### src/rtl/counter_pkg.sv
// Shared definitions for the counter input-conditioning front end:
// edge-detector modes and the source-pool layout.
package counter_pkg;

    typedef enum logic [1:0] {
        EDGE_LEVEL = 2'b00,
        EDGE_RISE  = 2'b01,
        EDGE_FALL  = 2'b10,
        EDGE_BOTH  = 2'b11
    } edge_mode_e;

    // The pool starts with the COUNTER_NUM inner outputs; the other offsets are added to COUNTER_NUM.
    localparam int SRC_INNER      = 0;
    localparam int SRC_SINGLE_OFS = 0;
    localparam int SRC_GLOBAL_OFS = 4;
    localparam int SRC_EXT_A_OFS  = 8;
    localparam int SRC_EXT_B_OFS  = 9;
    localparam int SRC_EXTRA      = 10;

    function automatic logic edge_apply(edge_mode_e mode, logic cur, logic prev);
        case (mode)
            EDGE_LEVEL: return cur;
            EDGE_RISE:  return cur & ~prev;
            EDGE_FALL:  return ~cur & prev;
            default:    return cur ^ prev;
        endcase
    endfunction

endpackage

### src/rtl/counter_edge_det.sv
// One conditioning channel: picks a source from the pool, detects the
// configured edge and registers the result.
module counter_edge_det
    import counter_pkg::*;
#(
    parameter int SRC_NUM   = 14,
    parameter int SEL_WIDTH = 4
) (
    input  logic                 clk,
    input  logic                 rst_n,
    input  logic                 enable,
    input  logic [SRC_NUM-1:0]   pool,
    input  logic [SEL_WIDTH-1:0] sel,
    input  logic [1:0]           edge_mode,
    output logic                 pulse
);

    logic                 cur;
    logic                 prev;
    logic                 primed;
    logic [SEL_WIDTH-1:0] sel_q;
    logic                 sel_changed;
    logic                 edge_val;

    // Indices past the end of the pool match nothing, so they read as 0.
    always_comb begin
        cur = 1'b0;
        for (int i = 0; i < SRC_NUM; i++) begin
            if (sel == SEL_WIDTH'(i)) cur = pool[i];
        end
    end

    assign sel_changed = (sel != sel_q);
    assign edge_val    = edge_apply(edge_mode_e'(edge_mode), cur, prev);

    // NOTE: state uses non-blocking assignments so every register samples pre-edge values.
    always_ff @(posedge clk or negedge rst_n) begin
        if (!rst_n) begin
            sel_q  <= '0;
            prev   <= 1'b0;
            primed <= 1'b0;
            pulse  <= 1'b0;
        end else begin
            sel_q  <= sel;
            prev   <= cur;
            primed <= 1'b1;
            // The first sample after reset or a select change only seeds prev.
            pulse  <= enable & primed & ~sel_changed & edge_val;
        end
    end

endmodule

### src/rtl/counter_src_sel.sv
// Input-conditioning front end for one counter: builds the source pool,
// filters the external pins and drives four edge-detector channels.
module counter_src_sel
    import counter_pkg::*;
#(
    parameter int COUNTER_NUM = 4,
    parameter int SEL_WIDTH   = $clog2(COUNTER_NUM + 10)
) (
    input  logic                   i_clk,
    input  logic                   i_rst_n,
    input  logic                   i_enable,
    input  logic [COUNTER_NUM-1:0] i_inner_din,
    input  logic                   i_single_start_trigger,
    input  logic                   i_single_stop_trigger,
    input  logic                   i_single_clear_trigger,
    input  logic                   i_single_reset_trigger,
    input  logic                   i_global_start_trigger,
    input  logic                   i_global_stop_trigger,
    input  logic                   i_global_clear_trigger,
    input  logic                   i_global_reset_trigger,
    input  logic                   i_extern_din_a,
    input  logic                   i_extern_din_b,
    input  logic [3:0]             i_filt_len,
    input  logic [SEL_WIDTH-1:0]   i_src_sel_start,
    input  logic [SEL_WIDTH-1:0]   i_src_sel_stop,
    input  logic [SEL_WIDTH-1:0]   i_src_sel_din0,
    input  logic [SEL_WIDTH-1:0]   i_src_sel_din1,
    input  logic [1:0]             i_src_edge_start,
    input  logic [1:0]             i_src_edge_stop,
    input  logic [1:0]             i_src_edge_din0,
    input  logic [1:0]             i_src_edge_din1,
    output logic                   o_start,
    output logic                   o_stop,
    output logic                   o_din0,
    output logic                   o_din1,
    output logic                   o_extern_a_filt,
    output logic                   o_extern_b_filt
);

    localparam int SRC_NUM = COUNTER_NUM + SRC_EXTRA;

    logic [1:0]           pins;
    logic [1:0]           filt;
    logic [SRC_NUM-1:0]   pool;
    logic [SEL_WIDTH-1:0] sel_bus  [4];
    logic [1:0]           edge_bus [4];
    logic [3:0]           chan_out;

    assign pins = {i_extern_din_b, i_extern_din_a};

    for (genvar p = 0; p < 2; p++) begin : g_pin
        logic       sync1;
        logic       sync2;
        logic       f;
        logic [3:0] cnt;
        logic [4:0] cnt_inc;

        assign cnt_inc = {1'b0, cnt} + 5'd1;

        // A >= compare means a shortened filter length mid-count updates f at once.
        always_ff @(posedge i_clk or negedge i_rst_n) begin
            if (!i_rst_n) begin
                sync1 <= 1'b0;
                sync2 <= 1'b0;
                f     <= 1'b0;
                cnt   <= '0;
            end else begin
                sync1 <= pins[p];
                sync2 <= sync1;
                if (i_filt_len == 4'd0) begin
                    f   <= sync2;
                    cnt <= '0;
                end else if (sync2 != f) begin
                    if (cnt_inc >= {1'b0, i_filt_len}) begin
                        f   <= sync2;
                        cnt <= '0;
                    end else begin
                        cnt <= cnt_inc[3:0];
                    end
                end else begin
                    cnt <= '0;
                end
            end
        end

        assign filt[p] = f;
    end

    always_comb begin
        pool = '0;
        pool[SRC_INNER +: COUNTER_NUM] = i_inner_din;
        pool[COUNTER_NUM + SRC_SINGLE_OFS +: 4] = {i_single_reset_trigger, i_single_clear_trigger,
                                                   i_single_stop_trigger,  i_single_start_trigger};
        pool[COUNTER_NUM + SRC_GLOBAL_OFS +: 4] = {i_global_reset_trigger, i_global_clear_trigger,
                                                   i_global_stop_trigger,  i_global_start_trigger};
        pool[COUNTER_NUM + SRC_EXT_A_OFS] = filt[0];
        pool[COUNTER_NUM + SRC_EXT_B_OFS] = filt[1];
    end

    assign sel_bus[0]  = i_src_sel_start;
    assign sel_bus[1]  = i_src_sel_stop;
    assign sel_bus[2]  = i_src_sel_din0;
    assign sel_bus[3]  = i_src_sel_din1;
    assign edge_bus[0] = i_src_edge_start;
    assign edge_bus[1] = i_src_edge_stop;
    assign edge_bus[2] = i_src_edge_din0;
    assign edge_bus[3] = i_src_edge_din1;

    for (genvar ch = 0; ch < 4; ch++) begin : g_chan
        counter_edge_det #(
            .SRC_NUM   (SRC_NUM),
            .SEL_WIDTH (SEL_WIDTH)
        ) u_edge_det (
            .clk       (i_clk),
            .rst_n     (i_rst_n),
            .enable    (i_enable),
            .pool      (pool),
            .sel       (sel_bus[ch]),
            .edge_mode (edge_bus[ch]),
            .pulse     (chan_out[ch])
        );
    end

    assign o_start         = chan_out[0];
    assign o_stop          = chan_out[1];
    assign o_din0          = chan_out[2];
    assign o_din1          = chan_out[3];
    assign o_extern_a_filt = filt[0];
    assign o_extern_b_filt = filt[1];

endmodule

### config.mk
export PLATFORM = sky130hd
export DESIGN_NAME = counter_src_sel
export DESIGN_NICKNAME = d
export VERILOG_FILES = /design/src/rtl/counter_pkg.sv /design/src/rtl/counter_edge_det.sv /design/src/rtl/counter_src_sel.sv
export SDC_FILE = /design/constraint.sdc
export NUM_CORES = 1
export LEC_CHECK = 0
export ABC_AREA = 1
export CORE_MARGIN = 2
export CORE_UTILIZATION = 42
export DETAILED_ROUTE_END_ITERATION = 7
export GPL_TIMING_DRIVEN = 0
export PLACE_DENSITY_LB_ADDON = 0.3
export SKIP_CTS_REPAIR_TIMING = 1
export SLEW_MARGIN = 20
export SYNTH_ARGS = -nofsm -noshare
export SYNTH_HDL_FRONTEND = slang
export SYNTH_SLANG_ARGS = --single-unit
### constraint.sdc
create_clock -name i_clk -period 3 [get_ports i_clk]
set_input_delay 0.6 -clock i_clk [delete_from_list [all_inputs] [get_ports i_clk]]
set_output_delay 0.6 -clock i_clk [all_outputs]
set_load 0.05 [all_outputs]
==> summary.md <==
| Metric | Value |
|---|---|
| Initial DRT Pass Iterations | `4` |
| Initial antenna violation count | `0` |
| GR Overflow Total | `0` |
| Sequential fraction of the synthesis area | `between 30% and 40%` |
| Slew Limit Fails | `0` |
| Status | `finished clean` |
| I/O pins | `approximately 50` |
| CTS H-tree depth | `2` |
| Layout cells sized above 1 | `a little over a tenth` |
| NumNets Final | `around 460` |
| Tcrit/Tclk final | `between 80% and 90%` |
| Via count | `~2400` |
| GPL Wtd Cong | `0.879` |
| VDD IR max | `0.000245 V` |
| Worst EP required | `~3200 ps` |
| WP data arrival | `2740 ps` |
| CTS Sinks | `39` |
| Final Setup Violations | `0` |
| Crit Path Max Fanout | `5` |
| Period minus WS final | `around 2500 ps` |
| Wire per inst | `12.2 um` |
| Setup TNS | `0 ps` |
| Largest stage delay, worst path | `560 ps` |
| Cts bufs inserted | `5` |
| Initial Utilization | `a little over two fifths` |
| Mux share of post-synthesis cell area | `0%` |
| Largest family of logic cells by synthesized area | `simple AND/OR/NAND/NOR gates` |
| P_leak | `between 1.5 and 2 nW` |
| Ant diodes | `0` |
| Largest net degree at the start of global routing | `27` |
| Xor/xnor share of the synthesized area | `around 2.7%` |
| Final Hold Vio Count | `0` |
| Sw power | `~0.57 mW` |
| Setup CP Type | `input port to register` |
| CTS clock-pin slew for the worst setup and hold paths | `approximately 80 ps` |
| R2R Path End | `g_pin[1].cnt[0]` |
| CTS max path bufs | `2` |
| Synthesized cell area | `approximately 2600 sq um` |
| R2R depth | `8` |
| Max Fclk | `397 MHz` |
| Syn avg cell area | `7.75 sq um` |
| Clk_skew | `around 2.5 ps` |
| Synth unique cells | `36` |
| Area Overhead vs Synth | `28.5%` |
| WL final | `5.74 mm` |
| Sequential share of power | `between 30% and 40%` |
| RSZ-0062 raised after global routing | `no` |
| Chip width | `just over 80 um` |
| Post-DP HPWL | `approximately 4.6 mm` |
| Die H | `83.0 um` |
| IO Port Bufs | `50` |
| Post-synthesis simple-gate area fraction | `30.2%` |
| Worst slew margin | `~66%` |
| CP max stage cell | `clkdlybuf4s50_1` |
| Die Footprint | `slightly below 7000 sq um` |
| Root Driver | `clkbuf_8` |
| Gate power share | `33.0%` |
| Power per cell area | `roughly 520 nW/um^2` |
| Clock Power Share | `between 20 and 30%` |
| Global-route wire length before repair | `around 10 mm` |
| TritonCTS clock tree | `yes` |
| CP startpoint kind | `input port` |
| Switching Share | `approximately 33%` |
| Rows | `28` |
| Post-Synthesis Cells | `~340` |
| Synth warn | `0` |
| Synthesized flop and latch total | `39` |
| R2R Setup Slk | `slightly below 1000 ps` |
| Adder-cell share of the synthesized area | `8.60%` |
| Core ar. | `5990 sq um` |
| Vias in the first global route | `between 2000 and 2500` |
| Crit path launch | `i_src_sel_din1[3]` |
| Final ANT Viol Nets | `0` |
| Max cap viols | `0` |
| Internal power | `1.16 mW` |
| Avg Vias per Cell | `slightly above 5` |
| Worst skew pair latency | `between 200 and 300 ps` |
| Syn Nets | `approximately 400` |
| GRT Resource Usage Total | `about 17%` |
| Reg-to-Reg Start | `g_pin[1].cnt[0]` |
| Worst min-delay path category | `input port to async pin` |
| Fin util | `roughly 56%` |
| Crit. End Element | `register` |
| Crit path cell chain | `clkdlybuf4s50_1, inv_1, nor3_1, nand2_1, nor2_1, a21oi_2, nand2_1, nand2_1, nand2_1, inv_1, ha_1, a311oi_1, nand3_1, a21oi_2` |
| Most frequent CP cell | `nand2_1` |
| Fillers | `about 540` |
| Compound-cell area share of the yosys netlist | `around an eighth` |
| Drt drc | `0` |
| Iter 0 DRT Violations | `~170` |
| Worst Tran Pin Value | `roughly 500 ps` |
==> state kept, by name (all words and copies together), names as in the netlist <==
name / cells
g_chan.u_edge_det.prev: 4
g_chan.u_edge_det.sel_q: 16
g_pin.sync2: 2
g_chan.u_edge_det.pulse: 4
g_chan.u_edge_det.primed: 1
o_extern_a_filt: 1
g_pin.sync1: 2
o_extern_b_filt: 1
g_pin.cnt: 8
==> power groups by stage <==
stage                     Clock [mW]  Sequential, mW  Combinational, mW
after floorplan                    0           0.686              0.336
after global placement             0           0.654              0.559
after detailed placement           0           0.655              0.577
after CTS                      0.536           0.644              0.582
after global routing           0.554           0.652              0.654
final                          0.519           0.643              0.573
==> how the worst max path moves through the flow <==
stage	end	slack, ps	cells past startpoint
4_1_cts	g_chan[3].u_edge_det.pulse	480	17
3_5_place_dp	g_chan[2].u_edge_det.pulse	170	15
3_3_place_gp	g_chan[2].u_edge_det.pulse	200	15
2_1_floorplan	g_chan[3].u_edge_det.pulse	870	13
6_report	g_chan[3].u_edge_det.pulse	480	14
5_1_grt	g_chan[3].u_edge_det.pulse	270	16
==> synthesized netlist by cell type <==
| library cell | instances | area (sq um) |
|---|---|---|
| o2111ai_1 | 2 | 17.5 |
| o21bai_1 | 2 | 15.0 |
| dfrtp_1 | 39 | 976 |
| nor2_1 | 22 | 82.6 |
| nor3_1 | 15 | 75.1 |
| o21ai_0 | 6 | 30.0 |
| nand4_1 | 11 | 68.8 |
| buf_4 | 1 | 7.51 |
| inv_4 | 2 | 12.5 |
| inv_2 | 3 | 11.3 |
| o21ai_1 | 1 | 5.00 |
| nand2_2 | 3 | 18.8 |
| inv_6 | 1 | 8.76 |
| ha_1 | 18 | 225 |
| nand3_2 | 5 | 50.1 |
| nor4_1 | 1 | 6.26 |
| a221oi_1 | 3 | 26.3 |
| o21a_1 | 3 | 22.5 |
| inv_1 | 41 | 154 |
| o211ai_1 | 1 | 7.51 |
| nand2_1 | 79 | 297 |
| a21oi_2 | 6 | 52.6 |
| nor2_2 | 5 | 31.3 |
| a21boi_0 | 1 | 7.51 |
| a211oi_1 | 2 | 15.0 |
| conb_1 | 1 | 3.75 |
| a311oi_1 | 2 | 17.5 |
| buf_6 | 4 | 45.0 |
| o22ai_1 | 3 | 18.8 |
| nor3b_1 | 2 | 15.0 |
| a21oi_1 | 14 | 70.1 |
| xor2_1 | 5 | 43.8 |
| buf_2 | 2 | 10.0 |
| or2_2 | 1 | 6.26 |
| xnor2_1 | 3 | 26.3 |
| nand3_1 | 28 | 140 |
==> logic make-up (layout without fill, tap and decap cells) <==
logic type,after synthesis,in the layout
other cells,1,1
fa+ha+maj,18,18
buf+inv,54,113
simple gates,172,172
compound gates,46,46
xor+xnor,8,8
flops,39,39
==> layout by cell type (no fill, tap or decap), types with 4 or more instances in the layout <==
master | netlist | layout
nand2_1 | 79 | 79
a21oi_2 | 6 | 6
nor3_1 | 15 | 15
nor2_1 | 22 | 22
nand3_2 | 5 | 5
inv_1 | 41 | 41
clkbuf_8 | 0 | 5
a21oi_1 | 14 | 14
nand3_1 | 28 | 28
clkdlybuf4s50_1 | 0 | 49
ha_1 | 18 | 18
xor2_1 | 5 | 5
nand4_1 | 11 | 11
dfrtp_1 | 39 | 39
buf_6 | 4 | 4
nor2_2 | 5 | 5
o21ai_0 | 6 | 6
==> worst max-delay path: cells and delay by family <==
family                   cells  cell delay (ps)
buffers and inverters        3              740
adder cells (fa/ha/maj)      1              270
AND/OR/NAND/NOR              7              690
AO/OA/AOI/OAI                3              440
==> routing by layer <==
| metal | global-route usage (%) | part of all wire [%] | vias to the layer above |
|---|---|---|---|
| met5 | 0 | 0 | - |
| li1 | - | - | 1236 |
| met4 | 5.96 | 1.2 | 0 |
| met3 | 3.48 | 4.1 | 6 |
| met1 | 23.4 | 48 | 1093 |
| met2 | 28.0 | 47 | 57 |
==> metrics by stage <==
stage          hold WS, ps  total power, mW  instances  instance area [sq um]  worst slack [ps]
2_1_floorplan          304             1.02        338                   2620               875
3_3_place_gp           331             1.21        463                   3210               198
3_5_place_dp           336             1.23        464                   3230               168
4_1_cts                200             1.76        472                   3370               480
5_1_grt                212             1.86        472                   3370               266
6_report               197             1.74        472                   3370               484
==> area by class of cell <==
cell class,count,area (sq um),area share (%)
plain buffers,7,62.6,1.86
clock buffers,5,68.8,2.04
clock inverters,3,67.6,2.01
inverters,47,186,5.54
multi-input cells,245,1400,41.4
flip-flops and latches,39,976,29.0
well taps,75,93.8,2.79
repair buffers,51,515,15.3
Note: power is estimated with default switching activity, not from simulation.
==> patch: new RTL, config.mk and constraints unchanged <==
Register the input `i_inner_din` before use, cleared by the reset. The logic sees it one clock later. The other inputs are not delayed to match.
--- a/src/rtl/counter_src_sel.sv
+++ b/src/rtl/counter_src_sel.sv
@@ -38,6 +38,16 @@
 );
 
     localparam int SRC_NUM = COUNTER_NUM + SRC_EXTRA;
+
+    logic [COUNTER_NUM-1:0] i_inner_din_q;
+
+    always_ff @(posedge i_clk or negedge i_rst_n) begin
+        if (!i_rst_n) begin
+            i_inner_din_q <= '0;
+        end else begin
+            i_inner_din_q <= i_inner_din;
+        end
+    end
 
     logic [1:0]           pins;
     logic [1:0]           filt;
@@ -88,7 +98,7 @@
 
     always_comb begin
         pool = '0;
-        pool[SRC_INNER +: COUNTER_NUM] = i_inner_din;
+        pool[SRC_INNER +: COUNTER_NUM] = i_inner_din_q;
         pool[COUNTER_NUM + SRC_SINGLE_OFS +: 4] = {i_single_reset_trigger, i_single_clear_trigger,
                                                    i_single_stop_trigger,  i_single_start_trigger};
         pool[COUNTER_NUM + SRC_GLOBAL_OFS +: 4] = {i_global_reset_trigger, i_global_clear_trigger,
Formal check against the unedited RTL: not equivalent (Yosys sat finds a counterexample within 4 cycles, from zero or initial values and one cycle with i_rst_n low).
==> patch against the unedited design <==
Global-route usage increased by 0.74 points; synthesized cell count increased by 1.2%; largest cell class unchanged; design area increased by 1.8%; synthesized area increased by 3.6%; sequential share of layout area increased by 2.4 points; fmax decreased by 1.4%; wire length increased by 5.3%; total power decreased by 2.8%; setup slack got worse by 35 ps; largest power group unchanged; register-to-register slack about the same; sequential cell count increased by 4; die area increased by 3.5%.
==> patch: results (changes against the unedited design) <==
Run status
  • Status: finished, final reports clean

Placed design
  • GPL Wtd Cong: 0.845 (-3.8%)
  • I/O Buffers: 50 (unchanged)
  • Post-DP HPWL: 4750 um (+4.3%)
  • DP Area: 3330 um^2 (+3.0%)

GRT
  • First-pass GRT wire length: 10400 um (+4.4%)
  • All-Layer GR Usage: 0.181 (+0.00738)
  • GR Layer Usage met2: 0.310 (+0.0295)
  • Global Route met1 Usage: 0.230 (-0.00421)
  • Vias in the first global route: 2321 (+2.8%)

Critical path
  • CP peak stage delay: 650 ps (+90 ps)
  • R2r worst-path depth: 7 (-1)
  • Max FO, Critical Path: 7 (+2)
  • Arr. time, crit path: 2790 ps (+50 ps)
  • R2R setup slack: 990 ps (about the same)
  • Reg2reg start: g_pin[1].cnt[0]$_DFF_PN0_
  • Worst flop-to-flop path endpoint: g_pin[1].cnt[1]$_DFF_PN0_

Power
  • P_leak: 1.66 nW (+2.0%)
  • Peak supply drop: 285 uV (+16%)

Logic synthesis
  • Dominant cells by area after synthesis: dfrtp_1, nand2_1, ha_1
  • Syn nets: 405 (+1.0%)
  • Register area share after synthesis: 0.396 (+0.0238)
  • Synth Area in XOR/XNOR: 0.0258 (-0.000937)
  • Area share of fa/ha/maj cells after synthesis: 0.0829 (-0.00301)
  • Unique cell type count in the Yosys netlist: 35 (-2.8%)
  • Commonest cells post-synth: nand2_1, dfrtp_1, inv_1
  • Post-synthesis compound-gate area fraction: 0.114 (-0.00224)

Cells and area
  • Share of post-route cells with drive strength above 1: 0.0973 (-0.0111)
  • Biggest regs: g_chan.u_edge_det.sel_q (16), g_pin.cnt (8)
  • # fillers: 602 (+11%)
  • Final instance area: 3430 um^2 (+1.8%)
  • Final-stage net count: 463 (+0.87%)

Drt
  • Routed met3 length: 290 um (+22%)
  • Met2 Wirelength: 2930 um (+9.6%)
  • Final WL: 6040 um (+5.3%)
  • Routed via count: 2447 (+2.3%)
  • Drt initial violations: 154 (-11%)

STA
  • Min Hold Slack: 222 ps (+25.1 ps)
  • Worst Skew: 10.3 ps (+7.78 ps)
-- patch: cell families after synthesis --
family / count (synthesis)
XOR/XNOR: 8
AO/OA/AOI/OAI: 47
adder cells (fa/ha/maj): 18
flip-flops: 43
AND/OR/NAND/NOR: 170
other: 1
buffers and inverters: 55
-- patch: cell type report --
type | instances | share of cell area
buffer | 7 | 0.0194
clock buffer | 8 | 0.0292
inverter | 48 | 0.0555
multi-input combinational | 244 | 0.403
sequential | 43 | 0.314
tap | 77 | 0.0281
timing repair buffer | 51 | 0.150
-- patch: worst max path at each step --
stage | start | to | slack, ps | cells after the start
floorplan | i_src_sel_din1[1] | g_chan[3].u_edge_det.pulse$_DFF_PN0_ | 870 | 13
global placement | i_src_sel_din0[1] | g_chan[2].u_edge_det.pulse$_DFF_PN0_ | 190 | 15
detailed placement | i_src_sel_din0[1] | g_chan[2].u_edge_det.pulse$_DFF_PN0_ | 160 | 15
CTS | i_src_sel_din1[0] | g_chan[3].u_edge_det.pulse$_DFF_PN0_ | 460 | 17
global route | i_src_sel_din1[3] | g_chan[3].u_edge_det.pulse$_DFF_PN0_ | 220 | 14
finish | i_src_sel_din0[1] | g_chan[2].u_edge_det.pulse$_DFF_PN0_ | 450 | 15
-- patch: through the flow --
step	std cells	setup slack (ps)
floorplan	342	875
global placement	469	194
detailed placement	470	157
CTS	478	456
global route	478	224
finish	478	449
-- patch: worst register-to-register path: stages, from the launching register on --
cell and delay (ps):
dfrtp_1 420, ha_1 330, ha_1 280, a21boi_0 130, o21a_1 170, o21ai_0 170
nand3_1 210, nor3b_1 220
-- patch: power breakdown --
part	internal [mW]	switching, mW	total, mW
sequential	0.644	0.0637	0.708
clock	0.210	0.189	0.399
combinational	0.245	0.335	0.580
